<file path="src/rtl/arb_pkg.sv">
// Shared state encodings, payload type and defaults for the two-port memory arbiter.
package arb_pkg;

   localparam int unsigned DATA_W           = 32;
   localparam int unsigned STATE_W          = 2;
   localparam int unsigned LOCK_MAX_DEFAULT = 16;

   typedef logic [STATE_W-1:0] state_t;

   localparam state_t IDLE = 2'b00;
   localparam state_t OWN0 = 2'b01;
   localparam state_t OWN1 = 2'b10;

   // Everything a requester presents to memory for one transfer.
   typedef struct packed {
      logic              we;
      logic [DATA_W-1:0] adr;
      logic [DATA_W-1:0] wdata;
   } mem_req_t;

   localparam int unsigned MEM_REQ_W    = $bits(mem_req_t);
   localparam mem_req_t    MEM_REQ_NONE = '0;

   // Counter width able to hold 0..max_val.
   function automatic int unsigned cnt_width(input int unsigned max_val);
      return (max_val < 2) ? 1 : $clog2(max_val + 1);
   endfunction

endpackage

</file>
<file path="src/rtl/arb_lock_timer.sv">
// Counts consecutive locked grants of the current owner, saturating at LOCK_MAX.
// Only instantiated when the arbiter is built with ARB_TIMEOUT_EN.
module arb_lock_timer
   import arb_pkg::*;
#(
   parameter int unsigned LOCK_MAX = LOCK_MAX_DEFAULT
) (
   input  logic clk,
   input  logic reset_n,
   input  logic clr,
   input  logic inc,
   output logic expired
);

   localparam int unsigned CNT_W = cnt_width(LOCK_MAX);

   logic [CNT_W-1:0] cnt_q;
   logic [CNT_W-1:0] cnt_d;
   logic             at_max_c;

   assign at_max_c = (cnt_q == CNT_W'(LOCK_MAX));

   always_comb begin
      cnt_d = cnt_q;
      if (clr)                  cnt_d = '0;
      else if (inc && !at_max_c) cnt_d = cnt_q + CNT_W'(1);
   end

   flopr #(.WIDTH(CNT_W)) u_cnt_reg (
      .clk     (clk),
      .reset_n (reset_n),
      .d       (cnt_d),
      .q       (cnt_q)
   );

   // High while a locked grant in progress is the LOCK_MAX-th in a row (or later).
   assign expired = (cnt_q >= CNT_W'(LOCK_MAX - 1));

endmodule

</file>
<file path="src/rtl/flopr.sv">
// Register with asynchronous active-low reset to zero.
module flopr #(
   parameter int unsigned WIDTH = 1
) (
   input  logic             clk,
   input  logic             reset_n,
   input  logic [WIDTH-1:0] d,
   output logic [WIDTH-1:0] q
);

   always_ff @(posedge clk or negedge reset_n) begin
      if (!reset_n) q <= '0;
      else          q <= d;
   end

endmodule

</file>
<file path="config.mk">
export PLATFORM = sky130hd
export DESIGN_NAME = arb_lock_timer
export DESIGN_NICKNAME = d
export VERILOG_FILES = /design/src/rtl/arb_pkg.sv /design/src/rtl/arb_lock_timer.sv /design/src/rtl/flopr.sv
export SDC_FILE = /design/constraint.sdc
export NUM_CORES = 1
export LEC_CHECK = 0
export CAP_MARGIN = 15
export CELL_PAD_IN_SITES_DETAIL_PLACEMENT = 0
export CELL_PAD_IN_SITES_GLOBAL_PLACEMENT = 2
export CORE_AREA = 3 3 40 42
export CTS_CLUSTER_SIZE = 40
export DETAILED_ROUTE_END_ITERATION = 10
export DIE_AREA = 0 0 43 45
export PLACE_DENSITY = 0.56
export SETUP_SLACK_MARGIN = 0.3
export SLEW_MARGIN = 20
export SYNTH_ARGS = -nofsm -noshare
export SYNTH_HDL_FRONTEND = slang
export SYNTH_SLANG_ARGS = --single-unit
</file>
<file path="constraint.sdc">
create_clock -name clk -period 2.3 [get_ports clk]
set_input_delay 0.345 -clock clk [delete_from_list [all_inputs] [get_ports clk]]
set_output_delay 0.345 -clock clk [all_outputs]
set_load 0.005 [all_outputs]
</file>
## After elaboration in Yosys (flattened, before gate mapping)

Cells that the tools add are included.

- Register bits: 5
- Memories: 0
- Bits of input ports: 4
- Output and inout port bits: 1
- RAM bits: 0
- Latch bits: 0
- ROM bits: 0
- Word-level logic and storage cells: 9

- Multiplexer cells: 2
- Bitwise logic cells: 0
- Equal/unequal tests: 1
- Div/mod/pow operators: 0
- Reduce and logical (&&, ||, !) cells: 3
- Shift-type cells: 0
- Magnitude comparators: 1
- $mul: 0
- Add/sub/neg operators: 1

Operators with widths:

| kind | number |
|---|---|
| $mux W5 | 2 |
| $add A5 B1 Y5 const B | 1 |
| $eq A5 B5 Y1 const B | 1 |
| $ge A5 B4 Y1 const B | 1 |
| $reduce_bool A2 Y1 | 1 |
| $logic_and A1 B1 Y1 | 1 |
| $logic_not A1 Y1 | 1 |

## Depth between registers and ports, before layout

- Depth in word-level cells: 5
- Gate-level depth with buffers: 5
- Gate-level depth less buffers: 5

## Hierarchy

Synthesis repeated with hierarchy kept, for this count alone.

- Cells, all modules: 32
- Area total of the unflattened synthesis: 307.8 µm²

By module, submodules not included:

| module | cells each | times used | seq. area each (µm²) | area an instance (µm²) |
|---|---|---|---|---|
| arb_lock_timer | 27 | 1 | 0.0 | 182.7 |
| flopr | 5 | 1 | 125.1 | 125.1 |

## Worst setup path before layout

OpenSTA, ideal clock, no wires.

- Path type: reg2out
- From: reg u_cnt_reg.q[0]
- To: out expired
- Arrival: 1.054 ns
- Cell stages (with the launch flop): 6
- Required time: 1.955 ns
- Slack: 0.901 ns
- Buffers on the path: 0
- Cells stage by stage: dfrtp_1 > ha_1 > and3_1 > ha_1 > nor2_1 > nand2_1

- Longest elaborated chain between the ends: 1

Ends and longest elaborated chain:

| what | RTL line | RTL |
|---|---|---|
| from (decl) | flopr.sv:8 | `output logic [WIDTH-1:0] q` |
| from (signal assigned) | flopr.sv:12 | `if (!reset_n) q <= '0;` |
| from (signal assigned) | flopr.sv:13 | `else q <= d;` |
| $ge A5 B4 Y1 | arb_lock_timer.sv:37 | `assign expired = (cnt_q >= CNT_W'(LOCK_MAX - 1));` |
| to (decl) | arb_lock_timer.sv:12 | `output logic expired` |

No other way between the ends.

## Worst setup path in the final report

- From: reg u_cnt_reg.q[1]
- To: out expired

The elaborated chain is that of the path after synthesis.

==> run metrics <==
Yosys Warn Count 0; first-pass GRT wire length ~1100 µm; Clk Latency, worst-skew pair between 0.2 and 0.25 ns; post-synth top area cell sky130_fd_sc_hd__dfrtp_1; number of nets produced by synthesis 40; Die ar. between 1500 and 2000 µm²; number of register bits inferred by synthesis 5; number of cell rows 13; H-tree depth reported by CTS 1; average footprint of a synthesized cell 9.29 µm²; Relative slew margins 82.5%; worst-case setup slack after placement a little over 0.4 ns; detailed-route vias per instance around 4.4; Final WS setup about 0.43 ns; share of final-layout standard cells stronger than drive strength 1 between 10% and 20%; most frequently used flop master after synthesis sky130_fd_sc_hd__dfrtp_1; final slew viol count 0; via count of the first global-routing pass around 270; count of mapped cells out of synthesis 33; setup-violating endpoint count in the final report 0; number of vias after detailed routing 258; Finished Cell Area 408 µm²; required time worst endpoint around 2.0 ns; Final nets between 50 and 60; unrepaired setup endpoints after global routing no; number of buffers inserted during clock tree synthesis 3; IR drop worst, VDD roughly 0.30 mV; run status completed; Critical Path Source Type flip-flop; hold slack final 0.337 ns; total global routing overflow 0; count of TritonRoute iterations in the first routing pass 2; setup TNS after final layout 0 ns; buffers added on ports 4; max-cap violation count 0; die outline height 45 µm; quantity of hold-fixing buffers added after cts 0; area used by multi-input combinational logic ~170 µm²; FF-to-FF setup slack approximately 0.77 ns; pwr/cell area 598 nW/µm²; EDFF count, synth 0; total half-perimeter wirelength after legalization and detailed placement 457 µm; Synth async-reset ratio 100%; worst clock skew between 0.0015 and 0.002 ns; clock root buffer master sky130_fd_sc_hd__clkbuf_4; type of element capturing the critical path output port; Fmax achieved 0.535 GHz; Static Leak roughly 0.19 nW; period utilisation layout 81.2%; # diodes 0; number of fillers in the final layout approximately 150; number of placed instances, taps included 52; CP Data Arrival Time 1.52 ns; Iter 0 DRT Violations 2; detailed-route wire length between 600 and 700 µm; synthesized area approximately 300 µm²; source of the worst register-to-register timing path u_cnt_reg.q[0]; layout-stage area growth over the synthesis result 33.1%; post-route DRC violation count 0; sequential element share of the synthesized area about two fifths; post-layout utilization of the core a little under a third; routability congestion estimate from global placement between 0.7 and 0.8; initial core utilization a little under a quarter; global-route usage over all layers 8.28%; terminus of the critical flop-to-flop path u_cnt_reg.q[0]; register ranked first by flip-flop count u_cnt_reg.q; power after layout ~0.24 mW; max reg flops 5; count of boundary I/O pins 5; R2R cell count 6; TritonCTS clock tree done; area of all sequential standard cells 125 µm²; list of most frequent post-synthesis cells sky130_fd_sc_hd__dfrtp_1 (5), sky130_fd_sc_hd__nor2_1 (5), sky130_fd_sc_hd__inv_1 (4), sky130_fd_sc_hd__nand2_1 (4), sky130_fd_sc_hd__ha_1 (3); Hold Vio Cnt, Final 0; Min Clock Period, post-route approximately 1.9 ns; placed inst area around 370 µm²; maximum buffer depth of the clock tree 2; total core area between 1000 and 1500 µm²; crit path max fanout 3; actual slew at the worst max-slew pin 0.261 ns; registers with the highest flip-flop counts u_cnt_reg.q: 5 flops; WL per Instance 10.8 µm; maximum number of pins on one net before global-route repair 8; cell types occupying the most area after synthesis sky130_fd_sc_hd__dfrtp_1 (41%), sky130_fd_sc_hd__ha_1 (12%), sky130_fd_sc_hd__nor2_1 (6.1%); top cell type's share of synthesized area 40.8%; type of the worst min-delay path in -> async; non-filler cells, final 58; Worst-path clk slew approximately 0.040 ns; antenna violations before repair 0; antenna viol nets, final 0; Distinct cells, synth 15; clock tree sinks 5; overall die width between 40 and 50 µm; Crit Path Class reg -> out
-- placed cells by master, fill, tap and decap left out, types with 2 or more instances in the layout --
cell type	n
sky130_fd_sc_hd__ha_1	2
sky130_fd_sc_hd__nand2_1	4
sky130_fd_sc_hd__nor2_1	5
sky130_fd_sc_hd__inv_1	4
sky130_fd_sc_hd__buf_4	2
sky130_fd_sc_hd__dfrtp_1	5
sky130_fd_sc_hd__nand2b_1	2
sky130_fd_sc_hd__clkdlybuf4s50_1	3
sky130_fd_sc_hd__nand4_1	2
sky130_fd_sc_hd__clkbuf_4	3
-- power breakdown --
| part | total, mW | internal (mW) | switching, mW |
|---|---|---|---|
| logic | 0.0432 | 0.0230 | 0.0202 |
| clock network | 0.103 | 0.0657 | 0.0371 |
| registers | 0.0980 | 0.0938 | 0.00424 |
| total | 0.244 | 0.182 | 0.0615 |
-- repair_timing --
item	CTS	global route
setup endpoints to repair	1	0
buffers inserted	2	0
resized for setup	2	0
-- cells by family (layout without fill, tap and decap cells) --
logic type	after synthesis	after routing	share of synthesized area (%)
AOI/OAI and AO/OA	4	4	9.80
xor gates and xnor gates	1	1	2.86
adders and majority gates	3	3	12.2
buffers and inverters	4	14	4.90
DFF	5	5	40.8
muxes	2	2	8.16
and+or+nand+nor	14	14	21.2
-- worst max path at each step --
stage	startpoint	endpoint	cells after the start
final	u_cnt_reg.q[1]	expired	6
after global routing	u_cnt_reg.q[0]	expired	6
after CTS	u_cnt_reg.q[1]	expired	6
after detailed placement	u_cnt_reg.q[1]	expired	6
after global placement	u_cnt_reg.q[0]	expired	6
after floorplan	u_cnt_reg.q[0]	expired	5
-- layout make-up --
class / instances / share of cell area, %
Timing Repair Buffer: 6 / 13.2
Inverter: 4 / 3.68
Tap cell: 15 / 4.60
Multi-Input combinational cell: 24 / 41.4
Clock buffer: 4 / 6.44
Sequential cell: 5 / 30.7
-- worst max-delay path, stage by stage (launching register included) --
cell                            delay (ns)
sky130_fd_sc_hd__dfrtp_1              0.39
sky130_fd_sc_hd__ha_2                 0.19
sky130_fd_sc_hd__and3_1               0.14
sky130_fd_sc_hd__ha_1                 0.17
sky130_fd_sc_hd__nor2_1               0.09
sky130_fd_sc_hd__nand2_1              0.05
sky130_fd_sc_hd__dlygate4sd2_1        0.25
-- routing by layer --
layer	global-route usage [%]	wire length, µm	vias to the layer above
met5	0	0	-
met4	9.04	24	0
met3	3.59	23	2
met2	12.6	279	6
met1	8.05	297	117
li1	-	-	133
(Power assumes the default switching activity.)
